[config.mk]
export PLATFORM = sky130hd
export DESIGN_NAME = seven_segment_reader
export DESIGN_NICKNAME = d
export VERILOG_FILES = /design/src/rtl/seven_segment_pkg.sv /design/src/rtl/seven_segment_pattern_decoder.sv /design/src/rtl/seven_segment_reader.sv
export SDC_FILE = /design/constraint.sdc
export NUM_CORES = 1
export LEC_CHECK = 0
export ABC_AREA = 1
export BUFFER_PORTS_ARGS = -buffer_cell sky130_fd_sc_hd__buf_2
export CAP_MARGIN = 20
export CORE_MARGIN = 2
export CORE_UTILIZATION = 56
export CTS_BUF_LIST = sky130_fd_sc_hd__clkbuf_4 sky130_fd_sc_hd__clkbuf_8 sky130_fd_sc_hd__clkbuf_16
export DETAILED_ROUTE_END_ITERATION = 8
export GPL_TIMING_DRIVEN = 0
export PLACE_DENSITY = 0.79
export RECOVER_POWER = 25
export SKIP_CTS_REPAIR_TIMING = 1
export SLEW_MARGIN = 20
export SYNTH_ARGS = -nofsm -noshare
export SYNTH_HDL_FRONTEND = slang
export SYNTH_SLANG_ARGS = --single-unit
[constraint.sdc]
create_clock -name clock_pos -period 2.3 [get_ports clock_pos]
set_input_delay 0.46 -clock clock_pos [delete_from_list [all_inputs] [get_ports clock_pos]]
set_output_delay 0.46 -clock clock_pos [all_outputs]
set_load 0.03 [all_outputs]
[src/rtl/seven_segment_pkg.sv]
// ============================================================================
// Module   : seven_segment_pkg
// Purpose  : Shared seven-segment constants, legal glyph table, one-hot helper.
// Revision : 1.0  initial release
// ============================================================================
`default_nettype none

package seven_segment_pkg;

  // Segment bit positions within a {g,f,e,d,c,b,a} bus
  localparam int SEG_A = 0;
  localparam int SEG_B = 1;
  localparam int SEG_C = 2;
  localparam int SEG_D = 3;
  localparam int SEG_E = 4;
  localparam int SEG_F = 5;
  localparam int SEG_G = 6;

  localparam logic [6:0] SEG_BLANK = 7'h00;

  // Active-high glyphs; the array index is the hex value the glyph shows
  localparam logic [6:0] SEG_TABLE [16] = '{
    7'h3F, 7'h06, 7'h5B, 7'h4F, 7'h66, 7'h6D, 7'h7D, 7'h07,
    7'h7F, 7'h6F, 7'h77, 7'h7C, 7'h39, 7'h5E, 7'h79, 7'h71
  };

  function automatic logic is_onehot(input logic [7:0] v);
    return (v != 8'h00) && ((v & (v - 8'h01)) == 8'h00);
  endfunction

endpackage

`default_nettype wire

[src/rtl/seven_segment_pattern_decoder.sv]
// ============================================================================
// Module   : seven_segment_pattern_decoder
// Purpose  : Active-high 7-bit segment pattern -> hex nibble plus legal flag.
// Revision : 1.0  initial release
// ============================================================================
`default_nettype none

module seven_segment_pattern_decoder
  import seven_segment_pkg::*;
(
  input  logic [6:0] pattern_i,
  output logic [3:0] nibble_o,
  output logic       legal_o
);

  always_comb begin
    nibble_o = 4'h0;
    legal_o  = 1'b0;
    for (int i = 0; i < 16; i++) begin
      if (pattern_i == SEG_TABLE[i]) begin
        nibble_o = 4'(i);
        legal_o  = 1'b1;
      end
    end
  end

endmodule

`default_nettype wire

[src/rtl/seven_segment_reader.sv]
// ============================================================================
// Module   : seven_segment_reader
// Purpose  : Recovers hex digits from a scanned seven-segment bus after a
//            programmable dwell. Define SEVEN_SEGMENT_READER_SYNC_EN to add
//            two-flop input synchronizers (+2 cycles latency).
// Revision : 1.0  initial release
// ============================================================================
`default_nettype none

module seven_segment_reader
  import seven_segment_pkg::*;
#(
  parameter int DIGITS       = 4,
  parameter int STABLE_COUNT = 4,
  parameter int COUNT_WIDTH  = 8
) (
  input  logic                  clock_pos,
  input  logic                  reset_pos,
  input  logic                  common_anod,
  input  logic [6:0]            segment_in,
  input  logic [DIGITS-1:0]     digit_select,
  output logic [4*DIGITS-1:0]   vector_out,
  output logic [DIGITS-1:0]     digit_valid,
  output logic [DIGITS-1:0]     pattern_error,
  output logic                  update_pulse
);

  localparam int                     RAW_W    = DIGITS + 7;
  localparam logic [COUNT_WIDTH-1:0] C_STABLE = COUNT_WIDTH'(STABLE_COUNT);
  localparam logic [COUNT_WIDTH-1:0] C_ONE    = COUNT_WIDTH'(1);

  logic [6:0]        seg;
  logic [DIGITS-1:0] sel;
  logic              anod;

`ifdef SEVEN_SEGMENT_READER_SYNC_EN
  logic [6:0]        seg_meta_q,  seg_sync_q;
  logic [DIGITS-1:0] sel_meta_q,  sel_sync_q;
  logic              anod_meta_q, anod_sync_q;

  always_ff @(posedge clock_pos) begin
    if (reset_pos) begin
      seg_meta_q  <= '0;
      seg_sync_q  <= '0;
      sel_meta_q  <= '0;
      sel_sync_q  <= '0;
      anod_meta_q <= 1'b0;
      anod_sync_q <= 1'b0;
    end else begin
      seg_meta_q  <= segment_in;
      seg_sync_q  <= seg_meta_q;
      sel_meta_q  <= digit_select;
      sel_sync_q  <= sel_meta_q;
      anod_meta_q <= common_anod;
      anod_sync_q <= anod_meta_q;
    end
  end

  assign seg  = seg_sync_q;
  assign sel  = sel_sync_q;
  assign anod = anod_sync_q;
`else
  assign seg  = segment_in;
  assign sel  = digit_select;
  assign anod = common_anod;
`endif

  logic [6:0]       pattern;
  logic [RAW_W-1:0] raw;
  logic             sel_onehot;
  logic [3:0]       nibble;
  logic             legal;

  assign pattern    = anod ? ~seg : seg;
  assign raw        = {sel, pattern};
  assign sel_onehot = is_onehot(8'(sel));

  seven_segment_pattern_decoder u_decoder (
    .pattern_i (pattern),
    .nibble_o  (nibble),
    .legal_o   (legal)
  );

  logic [RAW_W-1:0]       sample_q;
  logic [COUNT_WIDTH-1:0] cnt_q, cnt_d;
  logic                   commit;
  logic [4*DIGITS-1:0]    vector_q;
  logic [DIGITS-1:0]      valid_q;
  logic [DIGITS-1:0]      error_q;
  logic                   pulse_q;

  // Commit only on the edge the count first reaches STABLE_COUNT, so a held
  // input saturates without re-committing.
  always_comb begin
    cnt_d  = cnt_q;
    commit = 1'b0;
    if (!sel_onehot) begin
      cnt_d = '0;
    end else if (raw == sample_q) begin
      cnt_d  = (cnt_q >= C_STABLE) ? C_STABLE : cnt_q + C_ONE;
      commit = (cnt_q < C_STABLE) && (cnt_d == C_STABLE);
    end else begin
      cnt_d  = C_ONE;
      commit = (C_ONE == C_STABLE);
    end
  end

  always_ff @(posedge clock_pos) begin
    if (reset_pos) begin
      sample_q <= {{DIGITS{1'b0}}, SEG_BLANK};
      cnt_q    <= '0;
      vector_q <= '0;
      valid_q  <= '0;
      error_q  <= '0;
      pulse_q  <= 1'b0;
    end else begin
      sample_q <= raw;
      cnt_q    <= cnt_d;
      pulse_q  <= commit;
      for (int i = 0; i < DIGITS; i++) begin
        if (commit && sel[i]) begin
          if (legal) begin
            vector_q[4*i +: 4] <= nibble;
            valid_q[i]         <= 1'b1;
            error_q[i]         <= 1'b0;
          end else begin
            error_q[i]         <= 1'b1;
          end
        end
      end
    end
  end

  assign vector_out    = vector_q;
  assign digit_valid   = valid_q;
  assign pattern_error = error_q;
  assign update_pulse  = pulse_q;

endmodule

`default_nettype wire
Word-level counts from Yosys, hierarchy flattened
Cells that the tools add are included.

Bits of input ports: 14. Register bits after elaboration: 44. Output and inout bits: 25.

Bitwise logic cells: 4. Add/subtract/negate cells: 2. Reductions and logical operators: 14. Equal/unequal tests: 18. Mux-type cells: 37. Magnitude comparators: 2.

Operator list (count): $eq 7x7->1 const B (12); $mux 4 (8); $mux 1 (21); $eq 7x3->1 const B (2); $eq 7x6->1 const B (2); $mux 3 (4); $eq 11x11->1 (1); $add 8x1->8 const B (1); $and 4x8->8 (1); $eq 8x3->1 const B (1); $ge 8x3->1 const B (1); $logic_not 8->1 (1); $lt 8x3->1 const B (1); $mux 8 (1); $reduce_and 2->1 (4); $mux 7 (1); $not 7->7 (1); $logic_and 1x1->1 (6); $sub 4x1->5 const B (1); $mux 2 (2); $reduce_bool 4->1 (1); $reduce_or 3->1 (1); $not 1->1 (2); $reduce_or 2->1 (1).

Depth between registers and ports, before layout
Gate-level depths: netlist of the first run.

Depth in word-level cells: 20. Depth in mapped cells: 15.

Cells and area by module
Synthesis of the first run repeated with hierarchy kept, for this count alone.

Cells, all modules: 357. Area total of the unflattened synthesis: 2290.9 µm².

By module, submodules not included: seven_segment_reader (instances 1, area an instance 2005.7 µm², cells an instance 295, seq. area each 880.8 µm²); seven_segment_pattern_decoder (instances 1, area an instance 285.3 µm², cells an instance 62, seq. area each 0.0 µm²).

Worst setup path before layout of the first run
OpenSTA, ideal clock, no wires.

Path type: input -> register. Start: in common_anod. End: reg vector_q[12] (netlist: vector_out[12]). Stages: 15. Data arrival time: 1.690 ns. Buffers on the path: 1. Slack: 0.496 ns. Required time: 2.186 ns. Path through: inv_2 buf_6 nand2_1 nand2_1 nand2_2 nor2_2 nand2_1 nand2_1 nor2_2 nand2_2 inv_2 nand2_2 nand2_2 nand3_1 nand2_1.

Word-level cells in the longest chain between the ends: 19.

RTL lines: start, declared (line seven_segment_reader.sv:19) `input logic common_anod,`; $mux 7 (*) (line seven_segment_reader.sv:74) `assign pattern = anod ? ~seg : seg;`; $eq 7x6->1 (line seven_segment_pattern_decoder.sv:20) `if (pattern_i == SEG_TABLE[i]) begin`; $mux 1 (16 in series) (line seven_segment_pattern_decoder.sv:20); $reduce_and 2->1 (no line); end signal, assigned by index (line seven_segment_reader.sv:123) `vector_q[4*i +: 4] <= nibble;`; end, declared (line seven_segment_reader.sv:87) `logic [4*DIGITS-1:0] vector_q;`.

Mark *: on every way between the ends. The rest lies on a longest branch, timed or not. A chain may end at the register's enable or synchronous reset.

Worst setup path in the final report of the first run
Start: reg cnt_q[0]. End: reg vector_q[8] (netlist: vector_out[8]).

Word-level cells in the longest chain between the ends: 8.

RTL lines: start, declared (line seven_segment_reader.sv:85) `logic [COUNT_WIDTH-1:0] cnt_q, cnt_d;`; start signal, assigned (line seven_segment_reader.sv:118) `cnt_q <= cnt_d;`; $add 8x1->8 or $ge 8x3->1 (tied branches) (line seven_segment_reader.sv:100) `cnt_d = (cnt_q >= C_STABLE) ? C_STABLE : cnt_q + C_ONE;`; $mux 8 (line seven_segment_reader.sv:100); $eq 8x3->1 (line seven_segment_reader.sv:101) `commit = (cnt_q < C_STABLE) && (cnt_d == C_STABLE);`; $logic_and 1x1->1 (*) (line seven_segment_reader.sv:101); $mux 1 (*) (line seven_segment_reader.sv:99) `end else if (raw == sample_q) begin`; $mux 1 (*) (line seven_segment_reader.sv:97) `if (!sel_onehot) begin`; $logic_and 1x1->1 (*) (line seven_segment_reader.sv:121) `if (commit && sel[i]) begin`; $reduce_and 2->1 (no line) (*).

Marks and branches as above.

==> results of run 1 <==
==> per-stage QoR <==
step | cells | area (um2) | hold WS, ns | setup WS, ns
after floorplan | 377 | 2430 | 0.525 | 0.496
final | 472 | 2770 | 0.456 | 0.264
after CTS | 472 | 2790 | 0.449 | 0.302
after global placement | 464 | 2670 | 0.445 | 0.110
after detailed placement | 464 | 2670 | 0.448 | 0.0926
after global routing | 472 | 2770 | 0.469 | 0.106
==> worst min-delay path by stage <==
stage	start	to	slack (ns)	cells after the start
floorplan	cnt_q[0]	cnt_q[0]	0.53	3
global placement	digit_valid[3]	digit_valid[3]	0.45	2
detailed placement	digit_valid[2]	digit_valid[2]	0.45	2
CTS	digit_select[1]	sample_q[8]	0.45	3
global route	digit_select[1]	sample_q[8]	0.47	3
finish	digit_select[0]	sample_q[7]	0.46	3
==> cell usage in the layout, fill, tap and decap left out, types with 3 or more instances in the layout <==
master    count
nand2_1     136
buf_2        26
nor2_2        7
nor2_1       48
nand2_2      15
nor2_4        5
inv_2         6
inv_1        42
clkbuf_1     14
conb_1        5
o21ai_0       3
nand3_1      39
dfxtp_1      44
clkbuf_8      5
==> final cells by class <==
| cell class | instances | area [um2] | share of cell area |
|---|---|---|---|
| tap | 50 | 62.6 | 0.0226 |
| buffer | 7 | 38.8 | 0.0140 |
| clock buffer | 5 | 68.8 | 0.0248 |
| timing repair buffer | 37 | 170 | 0.0614 |
| multi-input combinational | 277 | 1320 | 0.476 |
| sequential | 44 | 881 | 0.318 |
| inverter | 49 | 184 | 0.0664 |
| clock inverter | 3 | 47.5 | 0.0172 |
==> layer usage <==
metal	track usage	part of all wire
met4	0.0726	0.013
met1	0.282	0.49
met5	0	0
met2	0.357	0.45
met3	0.0436	0.048
==> cells by family after synthesis <==
kind of cell / share of synthesized area
AND/OR/NAND/NOR: 0.506
AO/OA/AOI/OAI: 0.0239
buffers and inverters: 0.0924
flip-flops: 0.365
other: 0.00156
adder cells (fa/ha/maj): 0.0104
==> sequential cells by signal, indices dropped and copies added, names as in the netlist <==
name / cells
vector_out: 16
sample_q: 11
cnt_q: 8
digit_valid: 4
pattern_error: 4
update_pulse: 1
==> where the power goes <==
part           switching [mW]  total (mW)  internal (mW)
Combinational           0.131       0.187         0.0559
Clock                   0.282       0.609          0.327
Sequential            0.00868       0.788          0.779
Total                   0.421        1.58           1.16
==> worst max-delay path, delay by kind of cell, from the launching register on <==
kind,cells,cell delay [ns]
flops,1,0.37
buf+inv,1,0.06
fa+ha+maj,1,0.30
compound gates,1,0.23
simple gates,6,1.01
==> results.toml, run 1 <==
[worst_setup_path]
crit_top_cell = "nand2_1"
startpoint = "cnt_q[0]"
crit_slowest_cell = "dfxtp_1"
worstSetupPathType = "flop to flop"
path_max_fanout = 5
reg2regPathDepth = 9
endpoint_kind = "flop"
crit_chain = "inv_1 -> ha_1 -> o21ai_0 -> nand2_1 -> nor2_2 -> nand4_2 -> nor2_1 -> nand3_1 -> nand2_1"
r2r_slack_ns = 0.26
slowest_delay_ns = 0.37
startpoint_type = "flop"
cp-endpoint = "vector_out[8]"
crit_required_ns = 2.55
timing.rr.end = "vector_out[8]"
worstPathArrival_ns = 2.28
rr_startpoint = "cnt_q[0]"

[clocking]
cts_made_buffers = 5
clockBufferDepth = 2
htreeDepth = 2
clock_latency_ns = 0.31
cts_root_buf = "clkbuf_8"
cts_sinks = 44
clk_pin_slew_ns = 0.09
tritoncts = "done"

[global_route]
antenna_found_initial = 0
gr-total-overflow = 0
grt_pass1_wl_um = 8560
first_global_vias = 2005
grtUsageTotal = 0.216
grt_max_degree = 16

[synthesis]
synth_area_um2 = 2410
synthTopCellsByCount = "nand2_1 (134), nor2_1 (48), dfxtp_1 (44)"
synth-seq-cells = 44
synth.avg_cell_area_um2 = 6.46
yosys.cell_types.count = 30
ys_async_sr_fraction = 0
netlist.area_leader.share = 0.365
synth_area_leaders = "dfxtp_1 (37%), nand2_1 (21%), nand3_1 (8.1%)"
yosys_warnings = 0
syn_inst = 373
ys.flop_type = "dfxtp_1"
synth_edf_count = 0
synthMostInstantiatedCell = "nand2_1"
yosysSeqAreaShare = 0.365
synth_top_cell_by_area = "dfxtp_1"

[floorplan]
fp.dieW_um = 69.6
ios = 39
initial_utilization = 0.594
dieArea_um2 = 4850
row_count = 23
core_area_um2 = 4060
die_h_um = 69.6

[sta]
tns_ns = 0
fin_crit_ns = 2.04
finalHoldViolCount = 0
tightestPinTransition_ns = 0.609
fin_skew_ns = 0.0135
rsz0062_at_grt = "false"
maxSlewHeadroom = 0.594
maxSlewViolCount = 0
clock.fmax_ghz = 0.491
setup_viol = 0
post-route-period-util = 0.885

[route]
drtIter0Drc = 117
viasPerCell = 4.86
detail-route-antenna-nets = 0
dr.pass1.iters = 4
routedWlPerCell_um = 10.8
vias = 2292
routed_wl_um = 5070
drc = 0

[place]
dpl.hpwl_um = 3870
io_buffers = 37
routabilityCongestion = 0.830

[power_and_ir_drop]
finalPower_mw = 1.58
ir_drop_mv = 0.368
power_density_nw_per_um2 = 572
p_leak_nw = 1.49

[cells_and_area]
drive_gt1_frac = 0.182
diodes = 0
area_growth_pct = 14.9
nFillCells = 378
fin_util = 0.683
fin_nets = 437

[min_path]
hold_path_class = "input pin to flop"

[run]
cap_violations = 0

[outcome]
status = "finished, final reports clean"
Note: power is estimated with default switching activity, not from simulation.
==> inputs of run 2 (changes only) <==
--- a/config.mk
+++ b/config.mk
@@ -13,7 +13,7 @@
 export CTS_BUF_LIST = sky130_fd_sc_hd__clkbuf_4 sky130_fd_sc_hd__clkbuf_8 sky130_fd_sc_hd__clkbuf_16
 export DETAILED_ROUTE_END_ITERATION = 8
 export GPL_TIMING_DRIVEN = 0
-export PLACE_DENSITY = 0.79
+export PLACE_DENSITY_LB_ADDON = 0.08
 export RECOVER_POWER = 25
 export SKIP_CTS_REPAIR_TIMING = 1
 export SLEW_MARGIN = 20
==> results.toml, run 2 (synthesis gave the netlist of run 1 again) <==
[cells_and_area]
fin_nets = 437
final_common_cell = "nand2_1"
fin_util = 0.678
final_cell_mix = "nand2_1 (135), nor2_1 (48), dfxtp_1 (44)"
drive_gt1_frac = 0.180
area_growth_pct = 14.2
diodes = 0
largest_reg_flops = 16

[worst_setup_path]
crit_required_ns = 2.55
startpoint = "cnt_q[0]"
endpoint_kind = "flop"
worstPathArrival_ns = 2.25
worstSetupPathType = "flop to flop"
timing.rr.end = "vector_out[10]"
critPathTopFamily = "simple AND/OR/NAND/NOR gates"
startpoint_type = "flop"
path_buf_inv = 1
cp-endpoint = "vector_out[10]"
rr_startpoint = "cnt_q[0]"
slowest_delay_ns = 0.35
r2r_slack_ns = 0.30
path_max_fanout = 5
crit_top_cell = "nand2_1"
reg2regPathDepth = 9
crit_slowest_cell = "dfxtp_1"
cp.depth = 9
crit_chain = "inv_1 -> ha_1 -> o21ai_0 -> nand2_1 -> nor2_2 -> nand4_2 -> nor2_1 -> nand3_1 -> nand2_1"

[clocking]
tritoncts = "done"
cts_sinks = 44
htreeDepth = 2
clock_latency_ns = 0.30
cts_made_buffers = 5
clockBufferDepth = 2
cts_root_buf = "clkbuf_8"
clk_pin_slew_ns = 0.09

[power_and_ir_drop]
power_density_nw_per_um2 = 543
ir_drop_mv = 0.394
p_leak_nw = 1.47

[sta]
tns_ns = 0
finalHoldViolCount = 0
rsz0062_at_grt = "false"
post-route-period-util = 0.870
maxSlewViolCount = 0
maxSlewHeadroom = 0.610
fin_crit_ns = 2.00
tightestPinTransition_ns = 0.585
setup_viol = 0
fin_skew_ns = 0.0127
clock.fmax_ghz = 0.500

[floorplan]
core_area_um2 = 4060
row_count = 23
fp.dieW_um = 69.6
die_h_um = 69.6
dieArea_um2 = 4850
initial_utilization = 0.594
ios = 39

[global_route]
met1_usage = 0.271
grtUsageTotal = 0.208
gr-usage-met3 = 0.0349
grt-busiest-layer = "met2"
gr-total-overflow = 0
grt_pass1_wl_um = 8400
grt_util_met2 = 0.363
first_global_vias = 1998
antenna_found_initial = 0
grt_max_degree = 14

[min_path]
holdPathStages = 2
hold_path_class = "flop to flop"

[route]
dr.pass1.iters = 4
detail-route-antenna-nets = 0
routed_wl_um = 5010
drtIter0Drc = 129
vias = 2302
viasPerCell = 4.88
drc = 0
routedWlPerCell_um = 10.6

[outcome]
status = "finished, final reports clean"

[place]
routabilityCongestion = 0.824
dpl.hpwl_um = 3880
io_buffers = 37

[run]
cap_violations = 0
==> run 2: worst min-delay path by stage <==
stage | slack, ns | end | startpoint
floorplan | 0.53 | cnt_q[0] | cnt_q[0]
global placement | 0.44 | digit_valid[1] | digit_valid[1]
detailed placement | 0.45 | digit_valid[2] | digit_valid[2]
CTS | 0.46 | digit_valid[1] | digit_valid[1]
global route | 0.48 | digit_valid[1] | digit_valid[1]
finish | 0.46 | digit_valid[2] | digit_valid[2]
==> run 2: routing by layer <==
layer	vias up	wire (um)
li1	1221	-
met1	1020	2380
met2	54	2300
met3	7	281
met4	0	44
met5	-	0
==> run 2: power by group <==
part / switching (mW) / internal (mW) / leakage (nW)
combinational: 0.131 / 0.0561 / 1.07
clock: 0.263 / 0.256 / 0.0479
sequential: 0.00794 / 0.779 / 0.360
==> run 2: worst min-delay path, delay by kind of cell (launching register included) <==
family | cells | cell delay [ns]
DFF | 1 | 0.32
buffers and inverters | 1 | 0.06
AOI/OAI and AO/OA | 1 | 0.05
==> run 2: stage by stage <==
step / hold WS [ns] / setup WS (ns) / instances / instance area [um2] / power [mW]
detailed placement: 0.449 / 0.0703 / 464 / 2670 / 0.991
global route: 0.478 / 0.109 / 472 / 2750 / 1.55
CTS: 0.462 / 0.298 / 472 / 2770 / 1.50
finish: 0.461 / 0.298 / 472 / 2750 / 1.49
global placement: 0.439 / 0.0984 / 464 / 2670 / 0.986
floorplan: 0.525 / 0.496 / 377 / 2430 / 0.942
==> run 2: area by class of cell <==
| type | count | area, um2 |
|---|---|---|
| Inverter | 49 | 184 |
| Tap cell | 50 | 62.6 |
| Multi-Input combinational cell | 277 | 1320 |
| Clock inverter | 1 | 7.51 |
| Fill cell | 392 | 1310 |
| Clock buffer | 7 | 90.1 |
| Timing Repair Buffer | 37 | 169 |
| Sequential cell | 44 | 881 |
| Buffer | 7 | 38.8 |
==> inputs of run 3 (changes only) <==
--- a/config.mk
+++ b/config.mk
@@ -9,8 +9,8 @@
 export BUFFER_PORTS_ARGS = -buffer_cell sky130_fd_sc_hd__buf_2
 export CAP_MARGIN = 20
 export CORE_MARGIN = 2
-export CORE_UTILIZATION = 56
-export CTS_BUF_LIST = sky130_fd_sc_hd__clkbuf_4 sky130_fd_sc_hd__clkbuf_8 sky130_fd_sc_hd__clkbuf_16
+export CORE_UTILIZATION = 58
+export CTS_BUF_LIST = sky130_fd_sc_hd__clkbuf_4
 export DETAILED_ROUTE_END_ITERATION = 8
 export GPL_TIMING_DRIVEN = 0
 export PLACE_DENSITY_LB_ADDON = 0.08
==> results.toml, run 3 (synthesis gave the netlist of run 1 again) <==
[outcome]
status = "finished, final reports clean"

[clocking]
clockBufferDepth = 2
tritoncts = "done"
cts_root_buf = "clkbuf_4"
cts_sinks = 44
cts_made_buffers = 5
clk_pin_slew_ns = 0.13
htreeDepth = 2
clock_latency_ns = 0.35

[power_and_ir_drop]
intPower_mw = 0.952
swShare = 0.290
p_clk_frac = 0.272
p_seq_frac = 0.589
switchingPower_mw = 0.388
power_density_nw_per_um2 = 493
finalPower_mw = 1.34
p_leak_nw = 1.48
ir_drop_mv = 0.364
combPwrFrac = 0.139

[place]
dpl.hpwl_um = 3770
io_buffers = 37
routabilityCongestion = 0.842

[global_route]
grt_max_degree = 15
antenna_found_initial = 0
first_global_vias = 1934
grt_pass1_wl_um = 7800
grtUsageTotal = 0.219
gr-total-overflow = 0

[sta]
tns_ns = 0
post-route-period-util = 0.874
clock.fmax_ghz = 0.498
fin_crit_ns = 2.01
maxSlewViolCount = 0
setup_viol = 0
rsz0062_at_grt = "false"
maxSlewHeadroom = 0.628
fin_skew_ns = 0.0153
tightestPinTransition_ns = 0.559
finalHoldViolCount = 0

[route]
routed_wl_um = 4790
drc = 0
viasPerCell = 4.85
drtIter0Drc = 130
dr.pass1.iters = 4
vias = 2288
detail-route-antenna-nets = 0
routedWlPerCell_um = 10.2

[cells_and_area]
drive_gt1_frac = 0.197
final_cell_mix = "nand2_1 (136), nor2_1 (48), dfxtp_1 (44)"
final_common_cell = "nand2_1"
area_growth_pct = 12.8
nFillCells = 375
largest_reg_flops = 16
diodes = 0
fin_nets = 437

[floorplan]
ios = 39
initial_utilization = 0.603
die_h_um = 68.5
row_count = 23
core_area_um2 = 4000
fp.dieW_um = 68.5
dieArea_um2 = 4690

[run]
cap_violations = 0

[min_path]
hold_path_class = "input pin to flop"

[worst_setup_path]
crit_required_ns = 2.60
startpoint_type = "flop"
worstSetupPathType = "flop to flop"
worstPathArrival_ns = 2.31
path_max_fanout = 5
endpoint_kind = "flop"
## run 3: critical path, stage by stage (launching register included)
cell and delay [ns]:
dfxtp_1 0.38, inv_1 0.07, ha_1 0.31, o21ai_0 0.22, nand2_1 0.10, nor2_2 0.32
nand4_2 0.16, nor2_1 0.23, nand3_1 0.11, nand2_1 0.07
## run 3: metrics by stage
step	utilization	worst slack (ns)	cells	instance area (um2)	hold WS (ns)
2_1_floorplan	-	0.496	377	2430	0.525
3_3_place_gp	0.668	0.108	464	2670	0.441
3_5_place_dp	0.668	0.0856	464	2670	0.448
4_1_cts	0.683	0.289	472	2730	0.380
5_1_grt	0.680	0.104	472	2720	0.396
6_report	0.680	0.290	472	2720	0.401
## run 3: final cells by class
cell class                      instances  area [um2]  area share
Buffer                                  7        38.8      0.0143
Clock buffer                            5        37.5      0.0138
Clock inverter                          3        18.8     0.00690
Inverter                               49         184      0.0676
Multi-Input combinational cell        277        1320       0.485
Sequential cell                        44         881       0.324
Tap cell                               50        62.6      0.0230
Timing Repair Buffer                   37         179      0.0658
## run 3: power groups by stage
stage	clock network [mW]	registers (mW)	logic, mW
final	0.365	0.789	0.186
after global routing	0.400	0.791	0.213
after CTS	0.382	0.789	0.187
after detailed placement	0	0.806	0.185
after global placement	0	0.805	0.182
after floorplan	0	0.804	0.138
## run 3: worst paths after layout
path                    endpoint  cells after the start  slack [ns]       startpoint
hold / removal       sample_q[8]                      3        0.40  digit_select[1]
setup reg to reg   vector_out[8]                      9        0.29         cnt_q[0]
setup / recovery   vector_out[8]                      9        0.29         cnt_q[0]
hold reg to reg   digit_valid[2]                      2        0.47   digit_valid[2]
## run 3: layer usage
metal	up-vias	global-route usage	part of all wire
met3	6	0.0526	0.041
met4	0	0.0800	0.015
met1	1006	0.281	0.50
met2	43	0.356	0.45
met5	-	0	0
li1	1233	-	-
